==> src/rtl/ahb_manager_pack.sv <==
// Shared AHB 2.0 types for the manager and subordinate blocks, plus the
// subordinate FSM state enum and byte-enable helper.
package ahb_manager_pack;

  typedef enum logic [1:0] {
    HTRANS_IDLE   = 2'b00,
    HTRANS_BUSY   = 2'b01,
    HTRANS_NONSEQ = 2'b10,
    HTRANS_SEQ    = 2'b11
  } t_htrans;

  typedef enum logic [1:0] {
    HRESP_OKAY  = 2'b00,
    HRESP_ERROR = 2'b01,
    HRESP_RETRY = 2'b10,
    HRESP_SPLIT = 2'b11
  } t_hresp;

  typedef enum logic [2:0] {
    HSIZE_BYTE  = 3'd0,
    HSIZE_HALF  = 3'd1,
    HSIZE_WORD  = 3'd2,
    HSIZE_DWORD = 3'd3,
    HSIZE_4W    = 3'd4,
    HSIZE_8W    = 3'd5,
    HSIZE_16W   = 3'd6,
    HSIZE_32W   = 3'd7
  } t_hsize;

  typedef enum logic [2:0] {
    HBURST_SINGLE = 3'd0,
    HBURST_INCR   = 3'd1,
    HBURST_WRAP4  = 3'd2,
    HBURST_INCR4  = 3'd3,
    HBURST_WRAP8  = 3'd4,
    HBURST_INCR8  = 3'd5,
    HBURST_WRAP16 = 3'd6,
    HBURST_INCR16 = 3'd7
  } t_hburst;

  typedef enum logic [1:0] {
    SUB_IDLE   = 2'd0,
    SUB_ACCESS = 2'd1,
    SUB_ERR1   = 2'd2,
    SUB_ERR2   = 2'd3
  } t_sub_state;

  // Byte lanes for a transfer of 'size' starting at byte lane 'lsb' of a
  // 64-bit lane set; narrower buses keep the low bits.
  function automatic logic [7:0] f_byte_en(t_hsize size, logic [2:0] lsb);
    logic [7:0] base;
    case (size)
      HSIZE_BYTE: base = 8'h01;
      HSIZE_HALF: base = 8'h03;
      HSIZE_WORD: base = 8'h0F;
      default:    base = 8'hFF;
    endcase
    return base << lsb;
  endfunction

endpackage

==> src/rtl/ahb_subordinate.sv <==
// AHB 2.0 subordinate: decodes a fixed window and turns each beat into a
// req/ack memory access, with two-cycle ERROR responses for illegal beats.
//
//   state      | meaning
//   -----------+---------------------------------------------------------
//   SUB_IDLE   | no data phase pending, zero-wait OKAY, samples addr phase
//   SUB_ACCESS | memory request outstanding, waits on i_mem_ack
//   SUB_ERR1   | first ERROR cycle, hreadyout low
//   SUB_ERR2   | second ERROR cycle, hreadyout high, samples addr phase
module ahb_subordinate
  import ahb_manager_pack::*;
#(
  parameter int          DATA_WDT  = 32,
  parameter logic [31:0] BASE_ADDR = 32'h0000_0000,
  parameter logic [31:0] ADDR_SPAN = 32'h0000_1000
) (
  input  logic                  i_hclk,
  input  logic                  i_hreset_n,
  input  logic                  i_hsel,
  input  logic [31:0]           i_haddr,
  input  t_htrans               i_htrans,
  input  logic                  i_hwrite,
  input  t_hsize                i_hsize,
  input  t_hburst               i_hburst,
  input  logic [DATA_WDT-1:0]   i_hwdata,
  input  logic                  i_hready,
  output logic                  o_hreadyout,
  output t_hresp                o_hresp,
  output logic [DATA_WDT-1:0]   o_hrdata,
  output logic                  o_mem_req,
  output logic                  o_mem_wr,
  output logic [31:0]           o_mem_addr,
  output logic [DATA_WDT/8-1:0] o_mem_be,
  output logic [DATA_WDT-1:0]   o_mem_wdata,
  input  logic [DATA_WDT-1:0]   i_mem_rdata,
  input  logic                  i_mem_ack
);

  localparam int BYTES = DATA_WDT / 8;
  localparam int LSB_W = $clog2(BYTES);

  t_sub_state          state_q, state_d;
  t_hresp              hresp_q, hresp_d;
  logic                mem_req_q, mem_req_d;
  logic                mem_wr_q, mem_wr_d;
  logic [31:0]         mem_addr_q, mem_addr_d;
  logic [BYTES-1:0]    mem_be_q, mem_be_d;

  logic                active;
  logic                sample_en;
  logic                in_window;
  logic                size_ok;
  logic                aligned;
  logic                legal;
  logic [31:0]         offset;
  logic [31:0]         align_mask;
  logic [2:0]          size_num;
  logic [2:0]          lsb;
  logic [7:0]          be_full;
  logic                unused_ok;

  always_comb begin
    size_num   = i_hsize;
    offset     = i_haddr - BASE_ADDR;
    in_window  = (i_haddr >= BASE_ADDR) && (offset < ADDR_SPAN);
    size_ok    = (size_num <= 3'(LSB_W));
    align_mask = (32'h1 << size_num) - 32'h1;
    aligned    = ((i_haddr & align_mask) == 32'h0);
    legal      = in_window && size_ok && aligned;
    active     = i_hsel && i_hready &&
                 ((i_htrans == HTRANS_NONSEQ) || (i_htrans == HTRANS_SEQ));
    lsb        = i_haddr[2:0] & 3'(BYTES - 1);
    be_full    = f_byte_en(i_hsize, lsb);
  end

  // An address phase is only seen when our own data phase is finishing.
  assign sample_en = (state_q == SUB_IDLE) || (state_q == SUB_ERR2) ||
                     ((state_q == SUB_ACCESS) && i_mem_ack);

  always_comb begin
    state_d    = state_q;
    mem_wr_d   = mem_wr_q;
    mem_addr_d = mem_addr_q;
    mem_be_d   = mem_be_q;
    case (state_q)
      SUB_ERR1: state_d = SUB_ERR2;
      default: begin
        if (sample_en) begin
          if (!active) begin
            state_d = SUB_IDLE;
          end else if (!legal) begin
            state_d = SUB_ERR1;
          end else begin
            state_d    = SUB_ACCESS;
            mem_wr_d   = i_hwrite;
            mem_addr_d = offset;
            mem_be_d   = be_full[BYTES-1:0];
          end
        end
      end
    endcase
    mem_req_d = (state_d == SUB_ACCESS);
    hresp_d   = ((state_d == SUB_ERR1) || (state_d == SUB_ERR2)) ? HRESP_ERROR
                                                                 : HRESP_OKAY;
  end

  always_ff @(posedge i_hclk or negedge i_hreset_n) begin
    if (!i_hreset_n) begin
      state_q    <= SUB_IDLE;
      hresp_q    <= HRESP_OKAY;
      mem_req_q  <= 1'b0;
      mem_wr_q   <= 1'b0;
      mem_addr_q <= 32'h0;
      mem_be_q   <= '0;
    end else begin
      state_q    <= state_d;
      hresp_q    <= hresp_d;
      mem_req_q  <= mem_req_d;
      mem_wr_q   <= mem_wr_d;
      mem_addr_q <= mem_addr_d;
      mem_be_q   <= mem_be_d;
    end
  end

  assign o_hreadyout = (state_q == SUB_ACCESS) ? i_mem_ack : (state_q != SUB_ERR1);
  assign o_hresp     = hresp_q;
  assign o_mem_req   = mem_req_q;
  assign o_mem_wr    = mem_wr_q;
  assign o_mem_addr  = mem_addr_q;
  assign o_mem_be    = mem_be_q;
  assign o_mem_wdata = i_hwdata;
  assign o_hrdata    = (state_q == SUB_ACCESS) ? i_mem_rdata : '0;

  assign unused_ok = ^{i_hburst, be_full};

endmodule

==> config.mk <==
export PLATFORM = sky130hd
export DESIGN_NAME = ahb_subordinate
export DESIGN_NICKNAME = d
export VERILOG_FILES = /design/src/rtl/ahb_manager_pack.sv /design/src/rtl/ahb_subordinate.sv
export SDC_FILE = /design/constraint.sdc
export NUM_CORES = 1
export LEC_CHECK = 0
export CORE_MARGIN = 8
export CORE_UTILIZATION = 27
export DETAILED_ROUTE_END_ITERATION = 12
export PLACE_DENSITY = 0.75
export SYNTH_ARGS = -nofsm -noshare
export SYNTH_HDL_FRONTEND = slang
export SYNTH_SLANG_ARGS = --single-unit
==> constraint.sdc <==
create_clock -name i_hclk -period 1.9 [get_ports i_hclk]
set_input_delay 0.38 -clock i_hclk [delete_from_list [all_inputs] [get_ports i_hclk]]
set_output_delay 0.38 -clock i_hclk [all_outputs]
set_load 0.02 [all_outputs]
Word level (Yosys, flattened, before mapping):

Index checks and enable logic that the tools add are counted.

* bits in registers: 41
* bits in latches: 0
* bits in writable memories: 0
* bits in read-only memories: 0
* bits of input ports: 110
* output and inout port bits: 105
* word-level logic and storage cells: 47
* memories: 0

* add/subtract/negate cells: 1
* multiply operators: 0
* divide/modulo/power cells: 0
* order comparisons: 3
* equality and inequality tests: 11
* shifts and indexed selects: 2
* muxes and demuxes: 8
* bitwise logic cells: 2
* reduce and logical (&&, ||, !) cells: 14

Operator list (count)
* 32-bit AND: 1
* 32-bit by 1-bit greater-or-equal comparator with 1-bit output, second input constant: 1
* 32-bit logical NOT: 1
* 32-bit by 13-bit < comparator with 1-bit output, second input constant: 1
* 32-bit two-way mux: 1
* 1-bit by 3-bit left shift with 32-bit output, first input constant: 1
* 32-bit by 1-bit subtractor with 32-bit output, second input constant: 1
* 8-bit case mux with 3 select lines: 1
* 2-bit == test, second input constant: 6
* 2-bit two-way mux: 4
* 8-bit by 2-bit left shift with 4-bit output: 1
* 1-bit logical AND: 6
* 2-bit by 1-bit == test with 1-bit output, second input constant: 2
* 1-bit logical OR: 4
* 4-bit AND reduction: 1
* 3-bit by 1-bit == test with 1-bit output, second input constant: 1
* 3-bit by 2-bit == test with 1-bit output, second input constant: 1
* 3-bit by 2-bit less-or-equal comparator with 1-bit output, second input constant: 1
* 3-bit logical NOT: 1
* 2-bit logical NOT: 1
* 1-bit two-way mux: 2
* 2-bit inequality test, second input constant: 1
* 1-bit inverter: 1

Logic depth before layout (Yosys ltp):

* depth in word-level cells: 12
* gate-level depth with buffers: 7
* depth with buffers taken out: 6

Worst setup path after synthesis:

Ideal clock, no wire load.

* kind: in2reg
* start point: input port i_hsize[0]
* end point: register mem_addr_q[10] (netlist: o_mem_addr[10])
* setup time: 0.125 ns
* arrival time: 1.989 ns
* data required time: 1.775 ns
* setup slack: -0.214 ns
* stages: 7
* buffers on the path: 1
* cell sequence: nand3_1 inv_1 ha_1 o2111ai_2 nor4b_4 buf_6 mux2_4

* longest elaborated chain between the ends: 6
* elaborated cells between the ends (all ways): 8
* classes of those cells: add/sub: 1; order compare: 1; shift: 1; bitwise: 1; reduce/logical: 4

Ends and longest elaborated chain
* start, declared: RTL line ahb_subordinate.sv:23 `input t_hsize i_hsize,`
* 1-bit by 3-bit left shift with 32-bit output: RTL line ahb_subordinate.sv:67 `align_mask = (32'h1 << size_num) - 32'h1;`
* 32-bit by 1-bit subtractor with 32-bit output: RTL line ahb_subordinate.sv:67
* 32-bit AND: RTL line ahb_subordinate.sv:68 `aligned = ((i_haddr & align_mask) == 32'h0);`
* 32-bit logical NOT: RTL line ahb_subordinate.sv:68
* 1-bit logical AND (*): RTL line ahb_subordinate.sv:69 `legal = in_window && size_ok && aligned;`
* 4-bit AND reduction (no line) (*)
* end signal, assigned: RTL line ahb_subordinate.sv:120 `mem_addr_q <= mem_addr_d;`
* end, declared: RTL line ahb_subordinate.sv:46 `logic [31:0] mem_addr_q, mem_addr_d;`

Every way passes the cells marked *; elsewhere a longest branch is shown, timed or not.
A chain may end at the register's enable or synchronous reset.

Final worst setup path:

* start point: input port i_hsize[0]
* end point: register mem_addr_q[0] (netlist: o_mem_addr[0])

Same word-level chain as after synthesis.

==> results.md <==
- Synth Cell Area: 2160 µm²
- Failing checks: setup timing
- Wire length per cell: 16.0 µm
- Syn Inst Count: 191
- RR Endpoint: o_mem_addr[0]
- Final Power: 3.13 mW
- Pre-antenna DRT Iters: 4
- Status: complete, but fails checks
- Global Route met3 Usage: 5.85%
- Power per cell area: roughly 800 nW/µm²
- Synth Warn #: 0
- Setup TNS: -0.282 ns
- Core Footprint: ~7700 µm²
- Synth area leaders: dfrtp_1, buf_4, and2_1
- Critical path arrival: 2.13 ns
- Antenna violations before repair: 0
- Area Overhead vs Synth: 79.8%
- GRT Max-Usage Layer: met2
- Design Area, Final: 3890 µm²
- Max Cap Viol: 0
- Vias in the first global route: ~2,100
- Max-slew violations: 0
- # IOs: 215
- Mapped Nets: 304
- First-pass GRT wire length: 11,300 µm
- Clk sinks: 41
- Share of post-route cells with drive strength above 1: 31.9%
- R2R depth: 9
- Met2 track demand over resource: 20.5%
- Antenna Cells: 0
- Mapped Avg Cell Area: 11.3 µm²
- TritonCTS clock tree: done
- Final Util: around 50%
- Die Area: 11,100 µm²
- Yosys top cell area share: 47.5%
- Critical path capture point: o_mem_addr[0]
- Cell Rows: 32
- DIE HEIGHT: 105 µm
- Final GP Congestion: 0.736
- Seq/Total Area, Yosys: around 47%
- Worst Path Max Fanout: 6
- Rel. slew slack: 66.0%
- Cell Area, Placed: 3700 µm²
- Final worst slack: -0.0502 ns
- Clk Latency, worst-skew pair: 0.30 ns
- Routed Antenna Nets: 0
- PortBufs: 145
- Num CTS Buffers: 5
- Die Span X: 105 µm
- Final worst path period share: 103%
- Worst setup path class: in2reg
- Crit path required time: 2.08 ns
- # setup viols final: 6
- Residual DRC: 0
- Worst Hold Class: in2async
- Tmin final: 1.95 ns
- Clock root buffer master: clkbuf_8
- Largest net degree at the start of global routing: 23
- Synth area leader: dfrtp_1
- Reg-to-reg setup timing slack: -0.05 ns
- Fmax achieved: slightly above 0.5 GHz
- Most common cell after layout, fill and taps aside: clkdlybuf4s50_1
- Clock Path Buffers: 2
- Grt ovf: 0
- Total GRT Usage: 12.5%
- Nets: ~450
- RSZ-0062 raised after global routing: true
- DR vias: 1,833
- Worst R2R Start: state_q[1]
- Flop and latch count out of synthesis: 41
- Slew @ Worst Pin: about 0.5 ns
- Hpwl dp: 5580 µm
- Fin. Hold Viols: 0
- Post-DR vias/cell: between 4 and 5
- Skew final: 0.00930 ns
- Post-CTS Hold Buffers: 0
- Initial DRC count: 15
- Kind of end point of the critical path: flip-flop
- Leak: ~1.8 nW
- Met1 Usage GRT: 14.1%
- Synth cell types: 31
- Crit path launch type: input port
- Most frequent cells in the layout: clkdlybuf4s50_1, dfrtp_1, and2_1
- Starting Density: 28.0%
- DRT Wirelength: 7010 µm
- H-tree levels: 2
- Worst IR drop on VDD: 0.406 mV
- Clk pin slew, worst setup/hold paths: 0.09 ns
- Worst setup path start: i_hsize[0]
[power breakdown]
group	leakage (nW)	internal (mW)	switching [mW]
combinational	1.19	0.661	0.674
sequential	0.567	0.914	0.0327
clock	0.0687	0.529	0.320
total	1.82	2.10	1.03
[routing by layer]
layer	vias up	share of wire [%]
met5	-	0
met4	0	1.8
met3	19	9.9
met2	105	47
met1	830	41
li1	879	-
[worst max-delay path, stage by stage]
cell and delay, ns:
clkdlybuf4s15_2 0.21, buf_6 0.14, a211oi_4 0.24, o2111ai_4 0.18
nor4b_4 0.30, buf_4 0.17, buf_6 0.10, buf_12 0.11
mux2_4 0.29
[flip-flops by register name, summed over array words and instances (netlist names)]
register,count
o_mem_addr,32
o_mem_be,4
state_q,2
o_hresp,1
o_mem_req,1
o_mem_wr,1
[what timing repair did]
action                     CTS  global route
setup buffers                4             2
setup endpoints to repair   72            34
gates resized for setup    176             2
pin swaps                   11             1
gates cloned                 2             1
[logic make-up (layout without fill, tap and decap cells)]
kind of cell,after synthesis,count (layout),synth area share [%]
flops,41,41,47.5
buf+inv,44,188,13.8
mux,18,18,11.1
compound gates,14,14,4.81
other cells,1,1,0.174
fa+ha+maj,3,3,1.74
simple gates,70,70,20.9
[Yosys cell counts]
library cell / number
dfrtp_1: 41
buf_4: 33
and2_1: 32
nor2b_1: 20
mux2_4: 10
mux2_2: 7
inv_1: 5
a21oi_1: 4
o21ai_0: 4
clkbuf_1: 3
ha_1: 3
nor2_1: 3
nor3_1: 3
nor4_1: 3
buf_2: 2
nand3_1: 2
nor4_2: 2
a2111oi_0: 1
a211o_1: 1
a211oi_2: 1
and3_1: 1
buf_6: 1
conb_1: 1
mux2i_1: 1
nand2_1: 1
nand4_1: 1
nor4b_4: 1
o2111ai_2: 1
o21ba_2: 1
o31a_1: 1
or2_2: 1
[final cells by class]
type | count | area (µm²)
Tap cell | 102 | 128
Clock inverter | 3 | 68.8
Multi-Input combinational cell | 106 | 971
Fill cell | 704 | 3840
Inverter | 5 | 18.8
Sequential cell | 41 | 1030
Clock buffer | 5 | 68.8
Timing Repair Buffer | 175 | 1610
[worst min-delay path by stage]
stage                     slack [ns]             end  cells after the start
final                           0.04  o_mem_addr[27]                      1
after global routing            0.06  o_mem_addr[27]                      1
after CTS                       0.05  o_mem_addr[27]                      1
after floorplan                 0.08      o_hresp[0]                      0
after detailed placement        0.38  o_mem_addr[27]                      1
after global placement          0.37  o_mem_addr[20]                      1
[stage by stage]
| stage | setup slack, ns | hold slack, ns | cells |
|---|---|---|---|
| 2_1_floorplan | -0.211 | 0.0844 | 191 |
| 3_3_place_gp | -0.621 | 0.368 | 421 |
| 3_5_place_dp | -0.687 | 0.377 | 421 |
| 4_1_cts | -0.0582 | 0.0508 | 435 |
| 5_1_grt | -0.142 | 0.0615 | 437 |
| 6_report | -0.0502 | 0.0372 | 437 |
(Power assumes the default switching activity.)
